[config.mk]
export PLATFORM = sky130hd
export DESIGN_NAME = fu_scalar_lsq_flat
export DESIGN_NICKNAME = d
export VERILOG_FILES = /design/src/rtl/fu_scalar_lsq_if.sv /design/src/rtl/fu_scalar_lsq.sv /design/src/flat_wrapper.sv
export SDC_FILE = /design/constraint.sdc
export NUM_CORES = 1
export LEC_CHECK = 0
export ABC_AREA = 1
export BUFFER_PORTS_ARGS = -buffer_cell sky130_fd_sc_hd__buf_4
export CAP_MARGIN = 20
export CORE_UTILIZATION = 30
export DETAILED_ROUTE_END_ITERATION = 7
export GPL_TIMING_DRIVEN = 0
export HOLD_SLACK_MARGIN = 0.05
export PLACE_DENSITY = 0.52
export SLEW_MARGIN = 20
export SYNTH_ARGS = -nofsm -noshare
export SYNTH_HDL_FRONTEND = slang
export SYNTH_SLANG_ARGS = --single-unit
[constraint.sdc]
create_clock -name i_clk -period 5.2 [get_ports i_clk]
set_input_delay 0.52 -clock i_clk [delete_from_list [all_inputs] [get_ports i_clk]]
set_output_delay 0.52 -clock i_clk [all_outputs]
set_load 0.02 [all_outputs]
[src/rtl/fu_scalar_lsq_if.sv]
// Issue-side request/response and data-memory handshake bundle for fu_scalar_lsq.
// master = issue stage plus memory model, slave = the load/store unit.
interface fu_scalar_lsq_if #(
  parameter int DATA_W = 32,
  parameter int ADDR_W = 32,
  parameter int TAG_W  = 4
) ();
  logic                  req_valid;
  logic                  req_ready;
  logic                  req_store;
  logic [1:0]            req_size;
  logic                  req_unsigned;
  logic [ADDR_W-1:0]     rs1;
  logic [ADDR_W-1:0]     imm;
  logic [DATA_W-1:0]     rs2;
  logic [TAG_W-1:0]      req_tag;
  logic                  flush;
  logic                  dmemREN;
  logic                  dmemWEN;
  logic [ADDR_W-1:0]     dmemaddr;
  logic [DATA_W-1:0]     dmemstore;
  logic [DATA_W/8-1:0]   dmembyteen;
  logic                  dhit_in;
  logic [DATA_W-1:0]     dmem_in;
  logic                  resp_valid;
  logic [TAG_W-1:0]      resp_tag;
  logic [DATA_W-1:0]     resp_data;
  logic                  resp_fault;

  modport master (
    output req_valid, req_store, req_size, req_unsigned, rs1, imm, rs2, req_tag, flush,
    output dhit_in, dmem_in,
    input  req_ready, dmemREN, dmemWEN, dmemaddr, dmemstore, dmembyteen,
    input  resp_valid, resp_tag, resp_data, resp_fault
  );

  modport slave (
    input  req_valid, req_store, req_size, req_unsigned, rs1, imm, rs2, req_tag, flush,
    input  dhit_in, dmem_in,
    output req_ready, dmemREN, dmemWEN, dmemaddr, dmemstore, dmembyteen,
    output resp_valid, resp_tag, resp_data, resp_fault
  );
endinterface

[src/rtl/fu_scalar_lsq.sv]
// In-order scalar load/store unit: DEPTH-entry request queue, one dmem access at a time, tagged response
// one cycle after dhit_in (faults answer one cycle after reaching the head); req_ready drops when full or flushing.
module fu_scalar_lsq #(
  parameter int DATA_W = 32,
  parameter int ADDR_W = 32,
  parameter int DEPTH  = 4,
  parameter int TAG_W  = 4
) (
  input logic             i_clk,
  input logic             i_rst,
  fu_scalar_lsq_if.slave  bus
);
  localparam int BYTES = DATA_W / 8;
  localparam int LB    = $clog2(BYTES);
  localparam int PW    = $clog2(DEPTH);
  localparam int CW    = PW + 1;

  typedef struct packed {
    logic [ADDR_W-1:0] addr;
    logic [DATA_W-1:0] wdat;
    logic              store;
    logic [1:0]        size;
    logic              uns;
    logic [TAG_W-1:0]  tag;
  } entry_t;

  typedef enum logic {S_IDLE, S_ACCESS} state_t;

  state_t            r_state;
  state_t            w_state_nxt;
  entry_t            r_q [DEPTH];
  logic [PW-1:0]     r_rd_ptr;
  logic [PW-1:0]     r_wr_ptr;
  logic [CW-1:0]     r_count;
  logic              r_resp_vld;
  logic [TAG_W-1:0]  r_resp_tag;
  logic [DATA_W-1:0] r_resp_data;
  logic              r_resp_fault;

  entry_t            w_head;
  entry_t            w_new;
  logic              w_full;
  logic              w_empty;
  logic              w_enq;
  logic              w_deq;
  logic              w_ren;
  logic              w_wen;
  logic              w_resp_set;
  logic              w_resp_fault;
  logic              w_fault;
  logic [LB-1:0]     w_lane;
  int                w_nbytes;
  logic [BYTES-1:0]  w_be;
  logic [DATA_W-1:0] w_st;
  logic [DATA_W-1:0] w_shift;
  logic [DATA_W-1:0] w_ld;
  logic              w_sign;

  assign w_head  = r_q[r_rd_ptr];
  assign w_full  = (r_count == CW'(DEPTH));
  assign w_empty = (r_count == '0);
  assign bus.req_ready = !w_full && !bus.flush;
  assign w_enq   = bus.req_valid && bus.req_ready;

  assign w_new.addr  = bus.rs1 + bus.imm;
  assign w_new.wdat  = bus.rs2;
  assign w_new.store = bus.req_store;
  assign w_new.size  = bus.req_size;
  assign w_new.uns   = bus.req_unsigned;
  assign w_new.tag   = bus.req_tag;

  // Head decode: alignment, lane mask, replicated store data and extended load data.
  always_comb begin
    w_nbytes = 1 << w_head.size;
    w_lane   = w_head.addr[LB-1:0];
    w_fault  = (w_nbytes > BYTES) || ((w_head.addr[2:0] & 3'(w_nbytes - 1)) != 3'd0);
    w_be     = '0;
    w_st     = '0;
    for (int b = 0; b < BYTES; b++) begin
      w_be[b]        = (b >= int'(w_lane)) && (b < int'(w_lane) + w_nbytes);
      w_st[8*b +: 8] = w_head.wdat[8*(b & (w_nbytes - 1)) +: 8];
    end
    w_shift = bus.dmem_in >> {w_lane, 3'b000};
    w_sign  = 1'b0;
    for (int i = 0; i < DATA_W; i++) begin
      if (i == 8*w_nbytes - 1) w_sign = w_shift[i];
    end
    w_ld = '0;
    for (int i = 0; i < DATA_W; i++) begin
      w_ld[i] = (i < 8*w_nbytes) ? w_shift[i] : (w_sign && !w_head.uns);
    end
  end

  always_ff @(posedge i_clk) begin
    if (i_rst) r_state <= S_IDLE;
    else       r_state <= w_state_nxt;
  end

  always_comb begin
    w_state_nxt  = r_state;
    w_deq        = 1'b0;
    w_ren        = 1'b0;
    w_wen        = 1'b0;
    w_resp_set   = 1'b0;
    w_resp_fault = 1'b0;
    case (r_state)
      S_IDLE: begin
        if (!w_empty && !bus.flush) begin
          if (w_fault) begin
            w_deq        = 1'b1;
            w_resp_set   = 1'b1;
            w_resp_fault = 1'b1;
          end else begin
            w_state_nxt = S_ACCESS;
          end
        end
      end
      S_ACCESS: begin
        w_ren = !w_head.store && !bus.dhit_in;
        w_wen =  w_head.store && !bus.dhit_in;
        if (bus.dhit_in) begin
          w_deq       = 1'b1;
          w_resp_set  = 1'b1;
          w_state_nxt = S_IDLE;
        end
      end
      default: w_state_nxt = S_IDLE;
    endcase
  end

  always_ff @(posedge i_clk) begin
    if (w_enq) r_q[r_wr_ptr] <= w_new;
  end

  // Flush keeps only an in-flight head; in IDLE nothing is in flight so the queue empties.
  always_ff @(posedge i_clk) begin
    if (i_rst) begin
      r_rd_ptr <= '0;
      r_wr_ptr <= '0;
      r_count  <= '0;
    end else if (bus.flush) begin
      if (r_state == S_ACCESS) begin
        r_rd_ptr <= r_rd_ptr + PW'(w_deq);
        r_wr_ptr <= r_rd_ptr + PW'(1);
        r_count  <= w_deq ? CW'(0) : CW'(1);
      end else begin
        r_wr_ptr <= r_rd_ptr;
        r_count  <= '0;
      end
    end else begin
      if (w_enq) r_wr_ptr <= r_wr_ptr + PW'(1);
      if (w_deq) r_rd_ptr <= r_rd_ptr + PW'(1);
      r_count <= r_count + CW'(w_enq) - CW'(w_deq);
    end
  end

  always_ff @(posedge i_clk) begin
    if (i_rst) begin
      r_resp_vld   <= 1'b0;
      r_resp_tag   <= '0;
      r_resp_data  <= '0;
      r_resp_fault <= 1'b0;
    end else begin
      r_resp_vld <= w_resp_set;
      if (w_resp_set) begin
        r_resp_tag   <= w_head.tag;
        r_resp_fault <= w_resp_fault;
        r_resp_data  <= (w_resp_fault || w_head.store) ? '0 : w_ld;
      end
    end
  end

  assign bus.dmemREN    = w_ren;
  assign bus.dmemWEN    = w_wen;
  assign bus.dmemaddr   = (r_state == S_ACCESS) ? {w_head.addr[ADDR_W-1:LB], LB'(0)} : '0;
  assign bus.dmemstore  = (r_state == S_ACCESS) ? w_st : '0;
  assign bus.dmembyteen = (r_state == S_ACCESS) ? w_be : '0;
  assign bus.resp_valid = r_resp_vld;
  assign bus.resp_tag   = r_resp_tag;
  assign bus.resp_data  = r_resp_data;
  assign bus.resp_fault = r_resp_fault;
endmodule

[src/flat_wrapper.sv]
// flat-port wrapper written by rule: the top's interface ports become plain ports
module fu_scalar_lsq_flat 
#(
  parameter int DATA_W = 32,
  parameter int ADDR_W = 32,
  parameter int DEPTH  = 4,
  parameter int TAG_W  = 4
)
  (i_clk, i_rst, bus_req_valid, bus_req_store, bus_req_size, bus_req_unsigned, bus_rs1, bus_imm, bus_rs2, bus_req_tag, bus_flush, bus_dhit_in, bus_dmem_in, bus_req_ready, bus_dmemREN, bus_dmemWEN, bus_dmemaddr, bus_dmemstore, bus_dmembyteen, bus_resp_valid, bus_resp_tag, bus_resp_data, bus_resp_fault);
  fu_scalar_lsq_if #(.DATA_W(DATA_W), .ADDR_W(ADDR_W), .TAG_W(TAG_W)) bus_i ();
  input logic i_clk;
  input logic i_rst;
  input wire logic [$bits(bus_i.req_valid)-1:0] bus_req_valid;
  input wire logic [$bits(bus_i.req_store)-1:0] bus_req_store;
  input wire logic [$bits(bus_i.req_size)-1:0] bus_req_size;
  input wire logic [$bits(bus_i.req_unsigned)-1:0] bus_req_unsigned;
  input wire logic [$bits(bus_i.rs1)-1:0] bus_rs1;
  input wire logic [$bits(bus_i.imm)-1:0] bus_imm;
  input wire logic [$bits(bus_i.rs2)-1:0] bus_rs2;
  input wire logic [$bits(bus_i.req_tag)-1:0] bus_req_tag;
  input wire logic [$bits(bus_i.flush)-1:0] bus_flush;
  input wire logic [$bits(bus_i.dhit_in)-1:0] bus_dhit_in;
  input wire logic [$bits(bus_i.dmem_in)-1:0] bus_dmem_in;
  output wire logic [$bits(bus_i.req_ready)-1:0] bus_req_ready;
  output wire logic [$bits(bus_i.dmemREN)-1:0] bus_dmemREN;
  output wire logic [$bits(bus_i.dmemWEN)-1:0] bus_dmemWEN;
  output wire logic [$bits(bus_i.dmemaddr)-1:0] bus_dmemaddr;
  output wire logic [$bits(bus_i.dmemstore)-1:0] bus_dmemstore;
  output wire logic [$bits(bus_i.dmembyteen)-1:0] bus_dmembyteen;
  output wire logic [$bits(bus_i.resp_valid)-1:0] bus_resp_valid;
  output wire logic [$bits(bus_i.resp_tag)-1:0] bus_resp_tag;
  output wire logic [$bits(bus_i.resp_data)-1:0] bus_resp_data;
  output wire logic [$bits(bus_i.resp_fault)-1:0] bus_resp_fault;
  assign bus_i.req_valid = bus_req_valid;
  assign bus_i.req_store = bus_req_store;
  assign bus_i.req_size = bus_req_size;
  assign bus_i.req_unsigned = bus_req_unsigned;
  assign bus_i.rs1 = bus_rs1;
  assign bus_i.imm = bus_imm;
  assign bus_i.rs2 = bus_rs2;
  assign bus_i.req_tag = bus_req_tag;
  assign bus_i.flush = bus_flush;
  assign bus_i.dhit_in = bus_dhit_in;
  assign bus_i.dmem_in = bus_dmem_in;
  assign bus_req_ready = bus_i.req_ready;
  assign bus_dmemREN = bus_i.dmemREN;
  assign bus_dmemWEN = bus_i.dmemWEN;
  assign bus_dmemaddr = bus_i.dmemaddr;
  assign bus_dmemstore = bus_i.dmemstore;
  assign bus_dmembyteen = bus_i.dmembyteen;
  assign bus_resp_valid = bus_i.resp_valid;
  assign bus_resp_tag = bus_i.resp_tag;
  assign bus_resp_data = bus_i.resp_data;
  assign bus_resp_fault = bus_i.resp_fault;
  fu_scalar_lsq #(.DATA_W(DATA_W), .ADDR_W(ADDR_W), .DEPTH(DEPTH), .TAG_W(TAG_W)) u_core (.i_clk(i_clk), .i_rst(i_rst), .bus(bus_i));
endmodule
* After elaboration in Yosys (flattened, before gate mapping)
Memories as Yosys holds them, arrays and structs flattened. A register that Yosys moved wholly into a read port is not among the register bits. Index checks and enable logic that the tools add are counted.
Word-level totals: bits in writable memories 288, input port bits 141, memory bits (read-only) 0, word-level logic and storage cells 213, memories 1, latch bits 0, register bits after elaboration 46, output and inout port bits 109
Cells by class: $add $sub $neg 9, magnitude comparators 40, divide/modulo/power cells 0, shift-type cells 5, reductions and logical operators 23, bitwise logic cells 2, multiply operators 0, multiplexer cells 92, equality and inequality tests 33
Memories:
- u_core.r_q | depth 4, width 72, rd ports 1, clocked after memory_dff 1, wr ports 1, RTL line fu_scalar_lsq.sv:31 | entry_t r_q [DEPTH];
Operator list (number):
- == test 6 x 32 -> 1 bit (first input constant) | 16
- less-than comparator 6 x 32 -> 1 bit (first input constant) | 16
- == test 5 x 32 -> 1 bit (first input constant) | 8
- less-than comparator 5 x 32 -> 1 bit (first input constant) | 8
- == test 4 x 32 -> 1 bit (first input constant) | 4
- less-than comparator 3 x 32 -> 1 bit (first input constant) | 4
- less-than comparator 4 x 32 -> 1 bit (first input constant) | 4
- 2-to-1 mux 32 bit | 3
- 2-to-1 mux 1 bit | 76
- == test 3 x 32 -> 1 bit (first input constant) | 2
- less-than comparator 1 x 32 -> 1 bit (first input constant) | 2
- less-than comparator 2 x 32 -> 1 bit (first input constant) | 2
- indexed part select 32 x 6 -> 8 bit | 2
- adder 3 x 32 -> 32 bit | 1
- adder 32 bit | 1
- == test 2 x 32 -> 1 bit (first input constant) | 1
- greater-than comparator 32 x 4 -> 1 bit (second input constant) | 1
- logical NOT 32 bit | 1
- indexed part select 32 x 5 -> 8 bit | 1
- left shift 1 x 2 -> 32 bit (first input constant) | 1
- >> shifter 32 x 5 -> 32 bit | 1
- subtractor 32 x 2 -> 32 bit (second input constant) | 1
- 2-to-1 mux 2 bit | 8
- logical AND 1 bit | 9
- other kinds (20) | 31

* Logic depth before layout (Yosys ltp)
word-level depth 38, mapped depth 23, depth with buffers taken out 21

* Least setup slack after synthesis
No wires, ideal clock.
path type input port to flip-flop, from input bus_flush, to memory u_core.r_q[0][0] (netlist bit) (enable), library setup time 0.503 ns, setup slack 0.496 ns, path buffers 0, cell stages on the path 3, arrival 4.201 ns, data required time 4.697 ns, path through a31oi_1 > nand2_1 > nor2_1
Between the ends: word-level cells in the longest chain between the ends 5
Ends and longest elaborated chain:
- from (decl) | RTL line flat_wrapper.sv:21 | input wire logic [$bits(bus_i.flush)-1:0] bus_flush;
- logical NOT 1 bit | RTL line fu_scalar_lsq.sv:62 | assign bus.req_ready = !w_full && !bus.flush;
- logical AND 1 bit | RTL line fu_scalar_lsq.sv:62
- logical AND 1 bit | RTL line fu_scalar_lsq.sv:63 | assign w_enq = bus.req_valid && bus.req_ready;
- 2-to-1 mux 1 bit | RTL line fu_scalar_lsq.sv:132 | if (w_enq) r_q[r_wr_ptr] <= w_new;
- 2-to-1 mux 1 bit (implied by the code) | RTL line fu_scalar_lsq.sv:132
- to (decl) | RTL line fu_scalar_lsq.sv:31
No other way between the ends.

==> impl_metrics.ini <==
[setup_path]
crit_path_cell_trace = buf_6, nand2_1, o21ai_1, nand2_2, nand2_2, inv_4, nand2_8, inv_4, buf_6, ha_1, clkbuf_1, inv_1, clkbuf_1, o21ai_0, nor2_1, buf_4
path_delay_family = buffers and inverters
element_type_at_the_critical_path_start = register
critical-path-slowest-cell = sky130_fd_sc_hd__clkbuf_1
path_class = reg2out
crit_required_ns = 4.68
worstPathBufferInverterCount = 8
timing.critical_path.fanout_max = 11
crit_path_end_kind = output pin
critPathArrivalTime_ns = 3.66
crit_path_max_incr_delay_ns = 0.41

[timing]
final_min_period_over_clock_period = 0.804
report.final.hold_viol_count = 0
final_critical_delay_including_setup_and_external_delays_ns = 4.18
worst_relative_slew_slack = 0.488
holdWs_ns = 0.155
setup_viol_count_final = 0
fmax_mhz = 239
rsz_0062_raised_after_global_routing = false
slew_violations = 0
timing_worst_slew_pin_value_ns = 0.767
finClkSkew_ns = 0.0243

[route]
drc = 0
firstDrtPassIters = 5
post_drt_via_cell_ratio = 4.81
postRouteAntennaNets = 0
wl_per_cell_um = 18.9
drt_iter0_markers = 827
routed_wl_um = 50300
via_count = 12800

[layout]
layout-area-overhead-vs-synth_pct = 26.0
area_of_the_multi_input_gates_sq_um = 5820
drive_above_1_share = 0.209
layout.filler_cells = 5301
final_nets = 2122
post-route-cell-area_sq_um = 20500
regArea_sq_um = 9610

[synth]
synth_async_sr_flop_share = 0
synth.distinct_cells = 55
yosys_warning_count = 0
post_synth_edffs = 288
average_size_of_a_mapped_cell_sq_um = 9.96
ys_ff_latch = 336
cells_taking_the_most_area_after_synthesis = sky130_fd_sc_hd__edfxtp_1 53%, sky130_fd_sc_hd__nand2_1 8.1%, sky130_fd_sc_hd__dfxtp_1 5.9%
synth_area_sq_um = 16300
netlist.top_cell.by_area = sky130_fd_sc_hd__edfxtp_1
yosys_most_used_dff = sky130_fd_sc_hd__edfxtp_1
synth_largest_type_area_fraction = 0.531
postSynthCellCount = 1635
seq_area_frac_synth = 0.590

[clock_network]
ctsResizeCount = 0
numCtsBuffers = 37
bufs_on_longest_clock_path = 3
post_cts_buffers = 0
path_clk_slew_ns = 0.06
htreeDepth = 2
insertion_delay_ns = 0.56
postCtsHoldBufs = 0
clock_tree_from_tritoncts = built
clock-sinks = 336
root_buffer = sky130_fd_sc_hd__clkbuf_16

[floorplanning]
width_of_the_die_um = 235
dieArea_sq_um = 55200
floorplan.core_area_sq_um = 53700
initial_core_util = 0.303
die_h_um = 235
number_of_rows_in_the_core_area = 85
pin_count = 250

[min_path]
hold_class = in2reg

[placement]
gp_congestion = 0.846
detailed_place_hpwl_um = 37600
port_buffers = 246
detailed_place.area_sq_um = 19400

[pwr]
peakVddDrop_mv = 0.209
powerDensity_nw_per_um2 = 333
power.static_leakage_nw = 8.27

[grt]
vias_in_the_first_global_route = 12800
grt-ovfl-total = 0
grt_util_all_layers = 0.180
grt_antenna_before_repair = 4
grt_max_degree = 23
grt_first_pass_wirelength_um = 76000

[run]
max_cap_violations = 0

[run_status]
status = completed
[cells in the mapped netlist, types with 8 or more instances]
| cell type | n |
|---|---|
| sky130_fd_sc_hd__xor2_1 | 21 |
| sky130_fd_sc_hd__edfxtp_1 | 288 |
| sky130_fd_sc_hd__nand2_1 | 352 |
| sky130_fd_sc_hd__a21oi_1 | 122 |
| sky130_fd_sc_hd__buf_4 | 16 |
| sky130_fd_sc_hd__clkbuf_1 | 25 |
| sky130_fd_sc_hd__ha_1 | 42 |
| sky130_fd_sc_hd__dfxtp_1 | 48 |
| sky130_fd_sc_hd__mux2i_1 | 10 |
| sky130_fd_sc_hd__nand3_1 | 86 |
| sky130_fd_sc_hd__a32o_1 | 26 |
| sky130_fd_sc_hd__nor2_1 | 220 |
| sky130_fd_sc_hd__inv_1 | 93 |
| sky130_fd_sc_hd__o21ai_1 | 8 |
| sky130_fd_sc_hd__buf_2 | 25 |
| sky130_fd_sc_hd__buf_6 | 13 |
| sky130_fd_sc_hd__o21ai_0 | 125 |
[worst paths after layout]
path                                   startpoint                              endpoint  slack [ns]  cells after the start
max reg2reg                              register          u_core.r_count[2]$_SDFF_PP0_        1.19                     23
max                                      register                     bus_dmemstore[28]        1.02                     16
min reg2reg  u_core.bus.resp_data[1]$_SDFFE_PP0N_  u_core.bus.resp_data[1]$_SDFFE_PP0N_        0.45                      2
min                                   bus_rs2[29]           u_core.r_q[2][37]$_DFFE_PP_        0.16                      1
[state kept, by name (all words and copies together), names as in the netlist, named ones only]
name	flops
u_core.bus.resp_tag	4
u_core.r_count	3
u_core.bus.resp_data	32
u_core.bus.resp_valid	1
u_core.r_q	288
u_core.bus.resp_fault	1
u_core.r_rd_ptr	2
u_core.r_state	1
u_core.r_wr_ptr	2
[per-layer routing]
layer / up-vias / global-route usage / share of wire
met2: 390 / 0.321 / 0.50
met1: 6064 / 0.221 / 0.42
li1: 6274 / - / -
met4: 6 / 0.0558 / 0.024
met5: - / 0 / 0.00064
met3: 76 / 0.0305 / 0.056
[power breakdown]
group / internal (W) / switching, W
Clock: 0.00136 / 0.00107
Combinational: 0.000454 / 0.000862
Sequential: 0.00306 / 0.0000240
[placed cells by master (no fill, tap or decap), types with 5 or more instances in the layout]
cell type	n
sky130_fd_sc_hd__a32o_1	26
sky130_fd_sc_hd__nand2_4	6
sky130_fd_sc_hd__inv_1	93
sky130_fd_sc_hd__nor3_1	5
sky130_fd_sc_hd__inv_2	5
sky130_fd_sc_hd__buf_2	25
sky130_fd_sc_hd__o211ai_1	6
sky130_fd_sc_hd__nand2_1	352
sky130_fd_sc_hd__a21oi_2	5
sky130_fd_sc_hd__clkbuf_1	40
sky130_fd_sc_hd__dfxtp_1	48
sky130_fd_sc_hd__nand3_1	86
sky130_fd_sc_hd__a22oi_1	5
sky130_fd_sc_hd__or2_2	5
sky130_fd_sc_hd__a31oi_1	7
sky130_fd_sc_hd__buf_16	10
sky130_fd_sc_hd__ha_1	42
sky130_fd_sc_hd__buf_6	13
sky130_fd_sc_hd__o21ai_1	8
sky130_fd_sc_hd__xor2_1	21
sky130_fd_sc_hd__nor2_1	216
sky130_fd_sc_hd__nand4_1	7
sky130_fd_sc_hd__xnor2_1	5
sky130_fd_sc_hd__mux2i_1	10
sky130_fd_sc_hd__nand2_2	7
sky130_fd_sc_hd__o21ai_0	125
sky130_fd_sc_hd__nor2_2	5
sky130_fd_sc_hd__clkbuf_16	37
sky130_fd_sc_hd__edfxtp_1	288
sky130_fd_sc_hd__a21oi_1	122
sky130_fd_sc_hd__buf_4	262
[kinds of logic after synthesis]
family / after synthesis / share of synthesized area
AND/OR/NAND/NOR: 705 / 0.181
flip-flops: 336 / 0.590
AO/OA/AOI/OAI: 330 / 0.118
buffers and inverters: 182 / 0.0546
adder cells (fa/ha/maj): 45 / 0.0360
XOR/XNOR: 26 / 0.0140
multiplexers: 10 / 0.00615
other: 1 / 0.000230
[cell type report]
type                    instances  area share
flip-flops and latches        336       0.469
multi-input cells            1118       0.284
repair buffers                261       0.108
clock buffers                  54      0.0492
well taps                     696      0.0425
plain buffers                  82      0.0248
inverters                     100      0.0185
clock inverters                13     0.00451
diodes                          2    0.000244
[stage by stage]
step	std cells	util	setup TNS [ns]	power (W)	setup slack [ns]
after CTS	2660	0.382	0	0.00690	1.00
after floorplan	1636	-	0	0.00396	0.496
after global placement	2578	0.354	-711.75	0.00443	-2.56
final	2662	0.382	0	0.00684	1.02
after detailed placement	2593	0.361	0	0.00446	1.21
after global routing	2660	0.382	0	0.00713	0.806
Power figures use the tool's default switching activity.
